[config.mk]
export PLATFORM = sky130hd
export DESIGN_NAME = cpu_gen2
export DESIGN_NICKNAME = d
export VERILOG_FILES = /design/src/rtl/cpu_gen2.sv
export SDC_FILE = /design/constraint.sdc
export NUM_CORES = 1
export LEC_CHECK = 0
export CAP_MARGIN = 15
export CORE_ASPECT_RATIO = 0.75
export CORE_UTILIZATION = 30
export DETAILED_ROUTE_END_ITERATION = 12
export SLEW_MARGIN = 20
export SYNTH_ARGS = -nofsm -noshare
export SYNTH_HDL_FRONTEND = slang
export SYNTH_SLANG_ARGS = --single-unit
[constraint.sdc]
create_clock -name clk -period 6 [get_ports clk]
set_clock_uncertainty 0.15 [all_clocks]
set_input_delay 0.6 -clock clk [delete_from_list [all_inputs] [get_ports clk]]
set_output_delay 0.6 -clock clk [all_outputs]
set_load 0.05 [all_outputs]
[src/rtl/cpu_gen2.sv]
`timescale 1ns/1ps
// cpu_gen2: LED-matrix CPU with a register file, carry flag and 2-byte instructions
// fetched over a req/ack handshake. It scans the register file onto the matrix pins.
// Instruction layout: {imm[7:0], op[4:0], sss[2:0]}.
module cpu_gen2 #(
    parameter int DW      = 8,
    parameter int NREG    = 8,
    parameter int PCW     = 11,
    parameter int SCAN_SH = 13
) (
    input  logic            clk,
    input  logic            rst,
    input  logic            run,
    output logic            imem_req,
    output logic [PCW-1:0]  imem_addr,
    input  logic            imem_ack,
    input  logic [15:0]     imem_data,
    output logic [DW-1:0]   row,
    output logic [NREG-1:0] col,
    output logic [3:0]      led,
    output logic            halted
);

    localparam int RW = $clog2(NREG);
    localparam int SW = SCAN_SH + RW;

    localparam logic [4:0] OP_ADD  = 5'b01000;
    localparam logic [4:0] OP_OR   = 5'b01001;
    localparam logic [4:0] OP_AND  = 5'b01010;
    localparam logic [4:0] OP_XOR  = 5'b01011;
    localparam logic [4:0] OP_INC  = 5'b01100;
    localparam logic [4:0] OP_NOT  = 5'b01101;
    localparam logic [4:0] OP_RROT = 5'b01110;
    localparam logic [4:0] OP_LROT = 5'b01111;
    localparam logic [4:0] OP_JNC  = 5'b10000;
    localparam logic [4:0] OP_JC   = 5'b10001;
    localparam logic [4:0] OP_JMP  = 5'b10010;
    localparam logic [4:0] OP_MVI  = 5'b10100;
    localparam logic [4:0] OP_SUB  = 5'b10101;
    localparam logic [4:0] OP_HLT  = 5'b11111;

    typedef enum logic [1:0] {
        S_IDLE  = 2'd0,
        S_FETCH = 2'd1,
        S_EXEC  = 2'd2,
        S_HALT  = 2'd3
    } state_t;

    state_t          r_state;
    logic [PCW-1:0]  r_pc;
    logic            r_c;
    logic [15:0]     r_ir;
    logic [DW-1:0]   r_regs [NREG];
    logic [SW-1:0]   r_scan;

    // Instruction fields
    logic [4:0]      w_op;
    logic [2:0]      w_sss;
    logic [7:0]      w_imm;
    logic [RW-1:0]   w_ri;
    logic [RW-1:0]   w_di;
    logic [DW-1:0]   w_rv;
    logic [DW-1:0]   w_r0;
    logic [DW:0]     w_add;
    logic [DW:0]     w_sub;
    logic [DW:0]     w_inc;
    logic [PCW-1:0]  w_pc_inc;
    logic [PCW-1:0]  w_target;

    // Execute results
    logic            w_wr_en;
    logic [RW-1:0]   w_wr_idx;
    logic [DW-1:0]   w_wr_data;
    logic            w_c_nxt;
    logic [PCW-1:0]  w_pc_nxt;
    logic            w_hlt;

    // Scan view
    logic [RW-1:0]   w_scan_col;
    logic [DW-1:0]   w_col_val;

    assign w_op     = r_ir[7:3];
    assign w_sss    = r_ir[2:0];
    assign w_imm    = r_ir[15:8];
    assign w_ri     = w_sss[RW-1:0];
    assign w_di     = w_op[RW-1:0];
    assign w_rv     = r_regs[w_ri];
    assign w_r0     = r_regs[0];
    assign w_add    = {1'b0, w_r0} + {1'b0, w_rv};
    assign w_sub    = {1'b0, w_r0} - {1'b0, w_rv};
    assign w_inc    = {1'b0, w_rv} + (DW+1)'(1);
    assign w_pc_inc = r_pc + PCW'(2);
    assign w_target = PCW'({w_imm, 1'b0});

    // Decode the held instruction into register, flag and pc updates for EXEC.
    // NOTE: every output is given a default first, so no decode path can infer a latch.
    always_comb begin
        w_wr_en   = 1'b0;
        w_wr_idx  = w_ri;
        w_wr_data = w_rv;
        w_c_nxt   = r_c;
        w_pc_nxt  = w_pc_inc;
        w_hlt     = 1'b0;
        casez (w_op)
            5'b00???: begin
                w_wr_en   = 1'b1;
                w_wr_idx  = w_di;
                w_wr_data = w_rv;
            end
            OP_ADD: begin
                w_wr_en   = 1'b1;
                w_wr_idx  = '0;
                w_wr_data = w_add[DW-1:0];
                w_c_nxt   = w_add[DW];
            end
            OP_OR: begin
                w_wr_en   = 1'b1;
                w_wr_idx  = '0;
                w_wr_data = w_r0 | w_rv;
            end
            OP_AND: begin
                w_wr_en   = 1'b1;
                w_wr_idx  = '0;
                w_wr_data = w_r0 & w_rv;
            end
            OP_XOR: begin
                w_wr_en   = 1'b1;
                w_wr_idx  = '0;
                w_wr_data = w_r0 ^ w_rv;
            end
            OP_INC: begin
                w_wr_en   = 1'b1;
                w_wr_data = w_inc[DW-1:0];
                w_c_nxt   = w_inc[DW];
            end
            OP_NOT: begin
                w_wr_en   = 1'b1;
                w_wr_data = ~w_rv;
            end
            OP_RROT: begin
                w_wr_en   = 1'b1;
                w_wr_data = {w_rv[0], w_rv[DW-1:1]};
            end
            OP_LROT: begin
                w_wr_en   = 1'b1;
                w_wr_data = {w_rv[DW-2:0], w_rv[DW-1]};
            end
            OP_JNC: begin
                w_pc_nxt = r_c ? w_pc_inc : w_target;
                w_c_nxt  = 1'b0;
            end
            OP_JC: begin
                w_pc_nxt = r_c ? w_target : w_pc_inc;
                w_c_nxt  = 1'b0;
            end
            OP_JMP: begin
                w_pc_nxt = w_target;
            end
            OP_MVI: begin
                w_wr_en   = 1'b1;
                w_wr_data = DW'(w_imm);
            end
            OP_SUB: begin
                w_wr_en   = 1'b1;
                w_wr_idx  = '0;
                w_wr_data = w_sub[DW-1:0];
                w_c_nxt   = w_sub[DW];
            end
            OP_HLT: begin
                w_pc_nxt = r_pc;
                w_hlt    = 1'b1;
            end
            default: ;
        endcase
    end

    // Control FSM: fetch handshake, execute commit of pc/flag, run gating and halt.
    // NOTE: state uses non-blocking assignments so every flop samples pre-edge values.
    always_ff @(posedge clk or posedge rst) begin
        if (rst) begin
            r_state <= S_IDLE;
            r_pc    <= '0;
            r_c     <= 1'b0;
            r_ir    <= '0;
        end else begin
            case (r_state)
                S_IDLE: begin
                    if (run) r_state <= S_FETCH;
                end
                S_FETCH: begin
                    if (imem_ack) begin
                        r_ir    <= imem_data;
                        r_state <= S_EXEC;
                    end
                end
                S_EXEC: begin
                    r_pc <= w_pc_nxt;
                    r_c  <= w_c_nxt;
                    if (w_hlt)    r_state <= S_HALT;
                    else if (run) r_state <= S_FETCH;
                    else          r_state <= S_IDLE;
                end
                S_HALT: r_state <= S_HALT;
                default: r_state <= S_IDLE;
            endcase
        end
    end

    // Register file write port, active only in EXEC.
    // NOTE: the register file is built from flops and must read zero after reset, so it is cleared.
    always_ff @(posedge clk or posedge rst) begin
        if (rst) begin
            for (int i = 0; i < NREG; i++) r_regs[i] <= '0;
        end else if (r_state == S_EXEC && w_wr_en) begin
            r_regs[w_wr_idx] <= w_wr_data;
        end
    end

    // Free-running scan counter, which also keeps running while halted.
    always_ff @(posedge clk or posedge rst) begin
        if (rst) r_scan <= '0;
        else     r_scan <= r_scan + SW'(1);
    end

    assign w_scan_col = r_scan[SW-1:SCAN_SH];
    assign w_col_val  = r_regs[w_scan_col];
    assign col        = ~(NREG'(1) << w_scan_col);

    // Row drive is the scanned register with its bits reversed.
    always_comb begin
        row = '0;
        for (int j = 0; j < DW; j++) row[j] = w_col_val[DW-1-j];
    end

    assign imem_req  = (r_state == S_FETCH);
    assign imem_addr = r_pc;
    assign halted    = (r_state == S_HALT);
    assign led       = {halted, r_c, (r_state == S_EXEC), run};

endmodule

# Word-level counts from Yosys, hierarchy flattened
# Index checks and enable logic that the tools add are counted.
[word_totals]
regBits = 110
inputBits = 20
output_inout_bits = 33
word_cells = 85
[op_classes]
n_addsub = 5
order_cmp = 4
eq_ne = 19
n_shift = 1
muxes = 22
bitwise_logic = 9
reduce_logical = 12
[ops]
columns = ["cell", "count"]
rows = [
  ["8-bit case mux with 10 select lines", 1],
  ["64-bit bitwise mux", 1],
  ["8-bit binary-select mux with 3-bit select", 2],
  ["11-bit case mux with 4 select lines", 1],
  ["5-bit by 4-bit equality test with 1-bit output (second input constant)", 8],
  ["8-bit 2-to-1 mux", 5],
  ["5-bit equality test (second input constant)", 6],
  ["8-bit demux with 3-bit select", 1],
  ["11-bit 2-to-1 mux", 2],
  ["16-bit by 1-bit adder with 16-bit output (second input constant)", 1],
  ["8-bit NOT", 2],
  ["4-bit greater-or-equal comparator (second input constant)", 3],
  ["3-bit NOT with 4-bit output", 3],
  ["11-bit by 2-bit adder with 11-bit output (second input constant)", 1],
  ["11-bit OR reduction", 1],
  ["8-bit by 1-bit adder with 9-bit output (second input constant)", 1],
  ["8-bit by 8-bit adder with 9-bit output", 1],
  ["8-bit by 8-bit subtractor with 9-bit output", 1],
  ["8-bit bitwise AND", 1],
  ["8-bit OR", 1],
  ["2-bit case mux with 4 select lines", 1],
  ["2-bit AND reduction", 4],
  ["1-bit by 3-bit left shift with 8-bit output (first input constant)", 1],
  ["8-bit bitwise XOR", 1],
  ["other kinds (15)", 22],
]

# Depth between registers and ports, before layout
[logic_depth]
word_depth = 9
depth_mapped = 16
mapped_depth_nobuf = 13

# Least setup slack after synthesis
# Ideal clock, no wire load.
[synth_path]
path_type = "register -> register"
start = "register r_ir[2]"
end = "register r_regs[12] (netlist bit)"
setup_ps = 125
arrival_time_ps = 3434
required_time_ps = 5725
setup_slack_ps = 2292
path_stages_with_launch = 16
path_buffers = 4
synth_period_minus_slack_ps = 3708
cell_sequence = "dfrtp_1 buf_6 mux4_2 mux2_2 buf_2 inv_1 ha_1 clkbuf_1 nand2b_1 a21oi_1 nor2_1 xnor2_1 o22ai_1 or4_1 buf_2 mux2_2"
[synth_via]
elab_chain_len = 7
word_cells_on_any_way = 20
cone_classes = "add/sub: 3; order compare: 2; mux: 8; bitwise: 6; reduce/logical: 1"
[synth_rtl]
columns = ["element", "line", "source"]
rows = [
  ["start, declared", "52", "logic [15:0] r_ir;"],
  ["start signal, assigned", "192", "r_ir <= imem_data;"],
  ["3-bit NOT with 4-bit output (implied by the code) / 3-bit case mux with 2 select lines (equally long branches)", "87, 104", ""],
  ["8-bit binary-select mux with 3-bit select / 3-bit NOT with 4-bit output (equally long branches)", "87, 215", ""],
  ["8-bit 2-to-1 mux (implied by the code), or another cell as far along", "87", "assign w_rv = r_regs[w_ri];"],
  ["8-bit 2-to-1 mux (implied by the code) / 1-bit logical AND (equally long branches)", "87, 215", ""],
  ["8-bit by 8-bit subtractor with 9-bit output, or another cell as far along", "90", "assign w_sub = {1'b0, w_r0} - {1'b0, w_rv};"],
  ["8-bit case mux with 10 select lines / 8-bit demux with 3-bit select (equally long branches)", "104, 215", ""],
  ["64-bit bitwise mux (*)", "215", "r_regs[w_wr_idx] <= w_wr_data;"],
  ["end signal, assigned by index", "215", ""],
  ["end, declared", "53", "logic [DW-1:0] r_regs [NREG];"],
]
# Every way passes the cells marked *; elsewhere a longest branch is shown, timed or not. The select of a mux whose other input is x is not followed.
# A chain may end at the register's enable or synchronous reset.

# Worst setup path in the final report
[layout_path]
start = "register r_ir[1]"
end = "register r_regs[21] (netlist bit)"
# Same word-level chain as after synthesis.

==> impl_metrics.json <==
{
  "status": "finished, final reports clean",
  "setup_slack_ns": 1.58,
  "p_sw_frac": 0.243,
  "tritoncts": "built",
  "drc": 0,
  "fillers": 2437,
  "grt_pass1_wl_um": 31900,
  "postCtsSetupBuffers": 0,
  "crit_fanout": 14,
  "hpwlAfterDp_um": 14400,
  "hold_viol_final": 0,
  "ios": 53,
  "post_drt_wl_per_cell_um": 18.2,
  "grt_use_total": 0.161,
  "rsz0062_at_grt": "false",
  "maxSlewViolCount": 0,
  "drt_wl_total_um": 19600,
  "fmax_mhz": 226,
  "setup_viol": 0,
  "ys_ff_latch": 109,
  "nets": 790,
  "yosys.area.top_type": "dfrtp_1",
  "seqPwrFrac": 0.533,
  "drt_iter0_drc": 527,
  "place_ws_ns": 1.37,
  "hold_depth": 1,
  "grt_pass1_vias": 5621,
  "drv_cap": 0,
  "clock_path_buffers": 2,
  "post-route-period-util": 0.737,
  "power.leakage_nw": 3.50,
  "cp_cell_sequence": "buf_4 > mux4_2 > mux2_2 > inv_1 > ha_1 > o21bai_1 > a2111oi_0 > o22a_1 > a21oi_1 > nor3_1 > o21ai_1 > mux2_2",
  "hold_buffers": 0,
  "finalSetupTns_ns": 0,
  "vias": 5774,
  "num_antenna_cells": 0,
  "clkPwrFrac": 0.444,
  "min_period_ns": 4.42,
  "start_util": 0.308,
  "syn_to_final_growth_pct": 14.2,
  "synth_cell_types": 68,
  "cts_inserted_buffers": 9,
  "p_int_w": 0.00104,
  "arrival_ns": 4.53,
  "antenna_found_initial": 0,
  "end_kind": "register",
  "syn_inst": 723,
  "synth_seq_area_share": 0.368,
  "gp_congestion": 0.939,
  "clock_sinks": 109,
  "slowest_stage": "a2111oi_0",
  "relSlewSlack": 0.273,
  "die_w_um": 184,
  "startpoint_type": "register",
  "cts-root-buf": "clkbuf_16",
  "worst_pin_slew_ns": 1.09,
  "core_area_um2": 24100,
  "critical_path.max_stage_delay_ns": 0.66,
  "grt_remaining_overflow": 0,
  "die_area_um2": 25400,
  "cts.repair.resized": 0,
  "crit_top_cell": "mux2_2",
  "hold_class": "register to register",
  "fp.dieH_um": 138,
  "synth-edff-count": 0,
  "firstDrtPassIters": 5,
  "portBuffers": 51,
  "grt_max_degree": 57,
  "rows": 49,
  "clk_latency_ns": 0.37,
  "powerDensity_nw_per_um2": 162,
  "ir_worst_vdd_v": 0.000115,
  "worstPathRequired_ns": 6.11,
  "synthArstFlopShare": 1.00,
  "synth_area_um2": 7420,
  "synthTopCellsByArea": "dfrtp_1, mux2_2, mux4_2",
  "cts_max_level": 3,
  "routed_via_density": 5.36,
  "critPathKind": "register to register",
  "p_sw_w": 0.000334,
  "ys.flop_type": "dfrtp_1",
  "clkTransAtPathRegs_ns": 0.08,
  "ant_nets": 0,
  "syn_area_per_cell_um2": 10.3,
  "yosysTopAreaCellShare": 0.368,
  "pwr-share-comb": 0.023,
  "ys_warn_count": 0,
  "final_layout_size_suffix_gt1_frac": 0.186,
  "synthesis.nets": 772,
  "ff2ff_path_depth": 12
}
==> through the flow <==
stage	hold WS, ns	utilization	total power, W	std cells	instance area (um^2)
6_report	0.320	0.351	0.00138	1077	8470
5_1_grt	0.349	0.351	0.00142	1077	8470
4_1_cts	0.324	0.351	0.00139	1077	8470
3_5_place_dp	0.310	0.339	0.000781	1061	8160
3_3_place_gp	0.303	0.339	0.000782	1061	8160
2_1_floorplan	0.288	-	0.000763	723	7420
==> cells in the mapped netlist, types with 3 or more instances <==
cell type and number:
ha_1 27, nor2_1 45, a21o_1 3, xnor2_1 16
mux4_2 32, dfrtp_1 109, nand3_1 27, o21ai_0 25
nor2b_1 9, a32oi_1 3, nand4_1 5, a22oi_1 5
nor3_1 13, buf_1 4, a21oi_1 26, and2_1 4
and3_1 9, a221oi_1 6, clkbuf_1 32, o221ai_1 6
or2_2 3, nand2b_1 18, a22o_1 8, inv_1 37
xor2_1 4, nand3b_1 6, buf_2 7, o21ai_1 5
nand2_1 62, mux2i_1 15, o31ai_1 19, o22ai_1 11
mux2_2 66, buf_4 5, or3_1 3
==> power groups by stage <==
stage / logic, W / registers, W / clock network (W)
finish: 0.0000313 / 0.000734 / 0.000610
global route: 0.0000357 / 0.000734 / 0.000651
CTS: 0.0000331 / 0.000734 / 0.000628
detailed placement: 0.0000330 / 0.000749 / 0
global placement: 0.0000331 / 0.000749 / 0
floorplan: 0.0000146 / 0.000749 / 0
==> worst paths after layout <==
check	startpoint	to	slack [ns]
setup / recovery	r_ir[1]	r_regs[21]	1.58
hold / removal	r_scan[4]	r_scan[4]	0.32
setup reg to reg	r_ir[1]	r_regs[21]	1.58
hold reg to reg	r_scan[4]	r_scan[4]	0.32
max in group asynchronous	rst	r_ir[2]	3.95
min in group asynchronous	rst	r_ir[5]	0.55
==> flip-flops by register name, indices dropped and copies added (netlist names) <==
signal and cells:
r_state 2, imem_addr 10, r_scan 16, r_ir 16, r_c 1, w_r0 8
r_regs 56
==> worst max-delay path, delay by kind of cell, from the launching register on <==
family	cells	cell delay, ns
fa+ha+maj	1	0.20
compound gates	5	1.35
simple gates	1	0.20
buf+inv	2	0.54
mux	3	1.26
flops	1	0.59
==> cells in the final DEF, fill, tap and decap left out, types with 11 or more instances in the layout <==
cell             Yosys  layout
nand2_1             62      62
dfrtp_1            109     108
mux2_2              66      66
a21oi_1             26      26
inv_1               37      36
nand2b_1            18      18
o31ai_1             19      19
nand3_1             27      27
nor2_1              45      45
xnor2_1             16      16
clkdlybuf4s50_1      0      51
o22ai_1             11      11
ha_1                27      27
mux2i_1             15      15
o21ai_0             25      25
nor3_1              13      13
mux4_2              32      32
==> final cells by class <==
| class | instances | area (um^2) | share of cell area |
|---|---|---|---|
| multi-input cells | 526 | 4330 | 0.511 |
| flip-flops and latches | 109 | 2730 | 0.322 |
| repair buffers | 56 | 548 | 0.0647 |
| well taps | 331 | 414 | 0.0489 |
| clock buffers | 9 | 225 | 0.0266 |
| inverters | 39 | 149 | 0.0176 |
| clock inverters | 7 | 77.6 | 0.00916 |
==> per-layer routing <==
metal  routed length [um]  vias up  part of all wire  track usage
li1                     -     2682                 -            -
met1                 9560     2878              0.49        0.238
met2                 8590      189              0.44        0.233
met3                 1200       25             0.061       0.0374
met4                  288        0             0.015       0.0425
met5                    0        -                 0            0
==> cells by family after synthesis <==
kind of cell    Yosys count  synth area share
compound gates          143             0.136
buf+inv                  88            0.0492
flops                   109             0.368
mux                     119             0.230
fa+ha+maj                29            0.0509
simple gates            214             0.142
other cells               1          0.000506
xor+xnor                 20            0.0236
No activity file was read; power rests on OpenSTA's default activity.
